<file path="src/rtl/seg_timer_pkg.sv">
// Shared types and constants for the N-digit BCD timer and its 7-segment digit drivers.
// Glyphs are active-high {g,f,e,d,c,b,a}; output polarity is applied in seg7_digit.
package seg_timer_pkg;

  typedef enum logic [1:0] {IDLE, RUN, PAUSE, DONE} state_t;

  localparam logic [6:0] GLYPH_0     = 7'h3F;
  localparam logic [6:0] GLYPH_1     = 7'h06;
  localparam logic [6:0] GLYPH_2     = 7'h5B;
  localparam logic [6:0] GLYPH_3     = 7'h4F;
  localparam logic [6:0] GLYPH_4     = 7'h66;
  localparam logic [6:0] GLYPH_5     = 7'h6D;
  localparam logic [6:0] GLYPH_6     = 7'h7D;
  localparam logic [6:0] GLYPH_7     = 7'h07;
  localparam logic [6:0] GLYPH_8     = 7'h7F;
  localparam logic [6:0] GLYPH_9     = 7'h6F;
  localparam logic [6:0] GLYPH_BLANK = 7'h00;

  localparam int DP_BIT = 7;

endpackage

</file>
<file path="src/rtl/seg7_digit.sv">
// One BCD digit to a {dp,g,f,e,d,c,b,a} segment byte, with blanking and selectable polarity.
module seg7_digit
  import seg_timer_pkg::*;
#(
  parameter int ACTIVE_LOW = 1
) (
  input  logic [3:0] bcd,
  input  logic       blank,
  input  logic       dp,
  output logic [7:0] seg
);

  logic [7:0] raw;

  always_comb begin
    raw = 8'h00;
    if (!blank) begin
      case (bcd)
        4'd0:    raw[6:0] = GLYPH_0;
        4'd1:    raw[6:0] = GLYPH_1;
        4'd2:    raw[6:0] = GLYPH_2;
        4'd3:    raw[6:0] = GLYPH_3;
        4'd4:    raw[6:0] = GLYPH_4;
        4'd5:    raw[6:0] = GLYPH_5;
        4'd6:    raw[6:0] = GLYPH_6;
        4'd7:    raw[6:0] = GLYPH_7;
        4'd8:    raw[6:0] = GLYPH_8;
        4'd9:    raw[6:0] = GLYPH_9;
        default: raw[6:0] = GLYPH_BLANK;
      endcase
    end
    raw[DP_BIT] = dp;
    seg = (ACTIVE_LOW != 0) ? ~raw : raw;
  end

endmodule

</file>
<file path="src/rtl/seg_timer_nd.sv">
// N-digit BCD up/down timer with start/pause/resume from a raw push-button and 7-segment drive.
// The button is synchronised and edge-detected; one press is one event regardless of hold time.
module seg_timer_nd
  import seg_timer_pkg::*;
#(
  parameter int DIGITS         = 2,
  parameter int CHAVE_W        = 4,
  parameter int TICK_DIV       = 50000000,
  parameter int SEG_ACTIVE_LOW = 1,
  parameter int BLANK_LZ       = 0
) (
  input  logic                  clk_clk,
  input  logic                  reset_reset,
  input  logic                  start_export,
  input  logic [CHAVE_W-1:0]    chave_export,
  input  logic                  mode_export,
  output logic [8*DIGITS-1:0]   seg_export,
  output logic                  busy_export,
  output logic                  done_export
);

  localparam int                  BCD_W   = 4 * DIGITS;
  localparam int                  PS_W    = $clog2(TICK_DIV);
  localparam logic [63:0]         MAX_VAL = 64'(10 ** DIGITS - 1);
  localparam logic [8*DIGITS-1:0] SEG_OFF = {(8*DIGITS){SEG_ACTIVE_LOW != 0}};

  // Double-dabble conversion; values beyond the display range saturate to all nines.
  function automatic logic [BCD_W-1:0] to_bcd(input logic [CHAVE_W-1:0] bin);
    logic [BCD_W-1:0] bcd;
    bcd = '0;
    if (64'(bin) > MAX_VAL) begin
      for (int d = 0; d < DIGITS; d++) bcd[4*d +: 4] = 4'd9;
      return bcd;
    end
    for (int i = CHAVE_W - 1; i >= 0; i--) begin
      for (int d = 0; d < DIGITS; d++)
        if (bcd[4*d +: 4] >= 4'd5) bcd[4*d +: 4] = bcd[4*d +: 4] + 4'd3;
      bcd = {bcd[BCD_W-2:0], bin[i]};
    end
    return bcd;
  endfunction

  // Decimal increment/decrement with carry/borrow rippling across digits.
  function automatic logic [BCD_W-1:0] bcd_step(input logic [BCD_W-1:0] v, input logic up);
    logic [BCD_W-1:0] r;
    logic             c;
    r = v;
    c = 1'b1;
    for (int d = 0; d < DIGITS; d++) begin
      if (c) begin
        if (up) begin
          if (r[4*d +: 4] == 4'd9) r[4*d +: 4] = 4'd0;
          else begin r[4*d +: 4] = r[4*d +: 4] + 4'd1; c = 1'b0; end
        end else begin
          if (r[4*d +: 4] == 4'd0) r[4*d +: 4] = 4'd9;
          else begin r[4*d +: 4] = r[4*d +: 4] - 4'd1; c = 1'b0; end
        end
      end
    end
    return r;
  endfunction

  state_t             state, state_nx;
  logic               sync_p0, sync_p1, sync_p2, evt;
  logic [PS_W-1:0]    presc;
  logic [BCD_W-1:0]   count, target, preset_bcd, stepped, term, disp;
  logic               mode_q, tick, hit, lz;
  logic               busy_nx, done_nx;
  logic [DIGITS-1:0]  dp_nx, blank_nx;
  logic [8*DIGITS-1:0] seg_nx;

  // Stage p0..p1: metastability filter; p2 + evt: rising-edge event, registered.
  always_ff @(posedge clk_clk) begin
    if (reset_reset) begin
      sync_p0 <= 1'b0;
      sync_p1 <= 1'b0;
      sync_p2 <= 1'b0;
      evt     <= 1'b0;
    end else begin
      sync_p0 <= start_export;
      sync_p1 <= sync_p0;
      sync_p2 <= sync_p1;
      evt     <= sync_p1 & ~sync_p2;
    end
  end

  always_comb begin
    preset_bcd = to_bcd(chave_export);
    tick       = (state == RUN) && (presc == PS_W'(TICK_DIV - 1));
    stepped    = bcd_step(count, mode_q);
    term       = mode_q ? target : '0;
    hit        = tick && (stepped == term);
    disp       = (state == IDLE) ? (mode_export ? '0 : preset_bcd) : count;
  end

  always_ff @(posedge clk_clk) begin
    if (reset_reset) state <= IDLE;
    else             state <= state_nx;
  end

  always_comb begin
    state_nx = state;
    case (state)
      IDLE:    if (evt) state_nx = (preset_bcd == '0) ? DONE : RUN;
      RUN:     if (hit) state_nx = DONE;
               else if (evt) state_nx = PAUSE;
      PAUSE:   if (evt) state_nx = RUN;
      DONE:    if (evt) state_nx = IDLE;
      default: state_nx = IDLE;
    endcase
  end

  always_ff @(posedge clk_clk) begin
    if (reset_reset) begin
      presc  <= '0;
      count  <= '0;
      target <= '0;
      mode_q <= 1'b0;
    end else begin
      case (state)
        IDLE: if (evt) begin
          count  <= mode_export ? '0 : preset_bcd;
          target <= preset_bcd;
          mode_q <= mode_export;
          presc  <= '0;
        end
        RUN: if (tick) begin
          presc <= '0;
          count <= stepped;
        end else begin
          presc <= presc + 1'b1;
        end
        default: ;
      endcase
    end
  end

  always_comb begin
    busy_nx  = (state == RUN) || (state == PAUSE);
    done_nx  = (state == DONE);
    dp_nx    = '0;
    if (state == DONE)       dp_nx    = '1;
    else if (state == PAUSE) dp_nx[0] = 1'b1;
    blank_nx = '0;
    lz       = 1'b1;
    for (int d = DIGITS - 1; d > 0; d--) begin
      lz          = lz && (disp[4*d +: 4] == 4'd0);
      blank_nx[d] = (BLANK_LZ != 0) && lz;
    end
  end

  for (genvar g = 0; g < DIGITS; g++) begin : g_digit
    seg7_digit #(.ACTIVE_LOW(SEG_ACTIVE_LOW)) u_digit (
      .bcd   (disp[4*g +: 4]),
      .blank (blank_nx[g]),
      .dp    (dp_nx[g]),
      .seg   (seg_nx[8*g +: 8])
    );
  end

  // Output stage: one register after count/state decode.
  always_ff @(posedge clk_clk) begin
    if (reset_reset) begin
      seg_export  <= SEG_OFF;
      busy_export <= 1'b0;
      done_export <= 1'b0;
    end else begin
      seg_export  <= seg_nx;
      busy_export <= busy_nx;
      done_export <= done_nx;
    end
  end

endmodule

</file>
<file path="config.mk">
export PLATFORM = sky130hd
export DESIGN_NAME = seg_timer_nd
export DESIGN_NICKNAME = d
export VERILOG_FILES = /design/src/rtl/seg_timer_pkg.sv /design/src/rtl/seg7_digit.sv /design/src/rtl/seg_timer_nd.sv
export SDC_FILE = /design/constraint.sdc
export NUM_CORES = 1
export LEC_CHECK = 0
export CAP_MARGIN = 20
export CORE_MARGIN = 2
export CORE_UTILIZATION = 50
export DETAILED_ROUTE_END_ITERATION = 10
export DONT_BUFFER_PORTS = 1
export PLACE_DENSITY = 0.76
export SYNTH_ARGS = -nofsm -noshare
export SYNTH_HDL_FRONTEND = slang
export SYNTH_SLANG_ARGS = --single-unit
</file>
<file path="constraint.sdc">
create_clock -name clk_clk -period 4.1 [get_ports clk_clk]
set_input_delay 0.82 -clock clk_clk [delete_from_list [all_inputs] [get_ports clk_clk]]
set_output_delay 0.82 -clock clk_clk [all_outputs]
set_load 0.005 [all_outputs]
</file>
==> results.json <==
{
  "status": "completed",
  "start_util_pct": 50.72,
  "drt_iter0_drc": 234,
  "fin_crit_sh_pct": 73.48,
  "drive_above_1_share_pct": 5.333,
  "ys.flop_type": "dfxtp_1",
  "routabilityCongestion": 0.8574,
  "detail-route-antenna-nets": 0,
  "drv_slew": 0,
  "grt_max_degree": 30,
  "io_pins": 26,
  "root_buffer": "clkbuf_8",
  "netlist_instances": 460,
  "p_sw_uw": 400.0,
  "grt_pass1_wl_um": 13170,
  "leakage_uw": 0.001454,
  "die_area_um2": 7936,
  "crit_type": "reg -> reg",
  "p_comb_share_pct": 14.1,
  "cts_hold_buf": 0,
  "antenna_found_initial": 0,
  "max_freq_ghz": 0.3320,
  "cts_tree": "yes",
  "ys_types": 62,
  "p_int_uw": 1019,
  "synth-seq-cells": 64,
  "rsz0062_at_grt": "false",
  "num_antenna_cells": 0,
  "setup_viol": 0,
  "io_buffers": 0,
  "clock_path_buffers": 2,
  "grt_usage_pct": 21.06,
  "clk_latency_ns": 0.34,
  "slew-limit-headroom_pct": 38.95,
  "syn_nets": 483,
  "synthesis.area_um2": 3620,
  "worst_pin_slew_ns": 0.9145,
  "finalSetupTns_ns": 0,
  "hpwl_um": 5429,
  "cts_made_buffers": 9,
  "fin_skew_ns": 0.006362,
  "drc": 0,
  "cp.arrival_ns": 3.24,
  "synth_area_leaders": "dfxtp_1, nor2_1, ha_1",
  "clkPwrFrac_pct": 38.8,
  "grt_pass1_vias": 2810,
  "p_sw_share_pct": 28.20,
  "r2r_slack_ns": 1.09,
  "synth_area_leader_cell": "dfxtp_1",
  "fin_nets": 468,
  "drt-total-wl_um": 7901,
  "cts_resized": 0,
  "synth_top_cell_area_share_pct": 35.40,
  "area_growth_pct": 5.565,
  "vias_per_cell": 5.725,
  "grt_overflow_total": 0,
  "critPathMaxFanout": 28,
  "hold_class": "reg -> reg",
  "wire_per_inst_um": 14.39,
  "dr.pass1.iters": 6,
  "cts_setup_buffers": 0,
  "synth_edf_count": 0,
  "die_h_um": 89.09,
  "finalCriticalPeriod_ns": 3.012,
  "p_per_area_nw_per_um2": 371.2,
  "worstPathRequired_ns": 4.32,
  "ys_warn_count": 0,
  "cap_violations": 0,
  "std_cell_rows": 31,
  "vias": 3143,
  "syn_avg_cell_area_um2": 7.869,
  "p_seq_share_pct": 47.1,
  "clock-sinks": 64,
  "yosysSeqAreaShare_pct": 35.40,
  "h-tree-depth": 3,
  "synthArstFlopShare_pct": 0,
  "die_x_um": 89.09,
  "clkTransAtPathRegs_ns": 0.07,
  "crit_path_start_kind": "register",
  "core-area_um2": 7137,
  "hold_viol": 0,
  "final_core_util_pct": 53.54,
  "critPathCaptureType": "register",
  "ir_drop_v": 0.0002655,
  "fillers": 689
}
-- metrics by stage --
stage,hold slack (ns),instances,setup WS [ns],power (uW),cell area (um2)
CTS,0.3858,549,1.117,1427,3821
finish,0.3850,549,1.088,1419,3821
global route,0.4259,549,0.8660,1486,3821
global placement,0.3706,533,1.206,873.3,3622
detailed placement,0.3752,533,1.140,879.3,3622
floorplan,0.3674,460,1.586,843.3,3620
-- flip-flops by register name (all words and copies together) (netlist names), 2 cells and up --
| register | flops |
|---|---|
| presc | 26 |
| seg_export | 16 |
| count | 8 |
| target | 5 |
| state | 2 |
-- cell usage after synthesis (4+ instances only) --
master / instances
buf_2: 4
and2_1: 6
nor4_1: 4
xor2_1: 18
nand3_1: 17
buf_1: 5
ha_1: 15
a21oi_1: 24
nand4_1: 11
o22ai_1: 5
and3_1: 5
mux2i_1: 5
clkbuf_1: 14
nor2_1: 67
xnor2_1: 9
inv_1: 16
nand2_1: 36
nor2b_1: 13
o21ai_0: 23
nor3_1: 23
a21o_1: 9
dfxtp_1: 64
a31oi_1: 6
-- metal layers --
layer	up-vias	global-route usage (%)	wire length, um
met2	99	34.81	3712
met5	-	0	0
met3	14	3.970	371
met4	0	7.870	134
met1	1460	27.34	3683
li1	1570	-	-
-- layout make-up --
type,instances,area (um2),share of cell area (%)
Timing Repair Buffer,1,7.507,0.1965
Sequential cell,64,1281,33.53
Clock inverter,4,53.80,1.408
Clock buffer,12,145.1,3.798
Multi-Input combinational cell,351,2142,56.06
Inverter,18,67.56,1.768
Tap cell,99,123.9,3.242
-- final timing paths --
path | startpoint | end | depth (start not counted)
worst max-delay path | mode_q | state[1] | 7
worst min-delay path | sync_p2 | evt | 1
worst max register to register | mode_q | state[1] | 7
worst min register to register | sync_p2 | evt | 1
-- layout by cell type (no fill, tap or decap), types with 10 or more instances in the layout --
master    count
nand3_1      17
dfxtp_1      64
nor3_1       23
nor2b_1      13
xor2_1       18
nor2_1       67
a21oi_1      24
inv_1        16
clkbuf_8     10
o21ai_0      23
ha_1         15
nand4_1      11
nand2_1      36
-- cell families after synthesis --
family	after synthesis	share of synthesized area, %
multiplexers	8	2.385
AO/OA/AOI/OAI	95	16.70
flip-flops	64	35.40
buffers and inverters	45	5.427
adder cells (fa/ha/maj)	15	5.185
AND/OR/NAND/NOR	206	28.38
XOR/XNOR	27	6.533
-- critical path, stage by stage, from the launching register on --
cell	delay (ns)
dfxtp_1	0.92
a21bo_1	0.22
a21boi_2	0.05
a211o_1	0.30
mux2i_1	0.13
or4_1	0.53
nor4_2	0.39
mux2_1	0.36
-- power groups by stage --
| stage | Combinational, uW | Sequential [uW] | Clock (uW) |
|---|---|---|---|
| final | 200 | 669 | 550 |
| after global routing | 225 | 672 | 589 |
| after CTS | 198 | 669 | 561 |
| after detailed placement | 196 | 683 | 0 |
| after global placement | 191 | 682 | 0 |
| after floorplan | 175 | 668 | 0 |
Power figures use the tool's default switching activity.
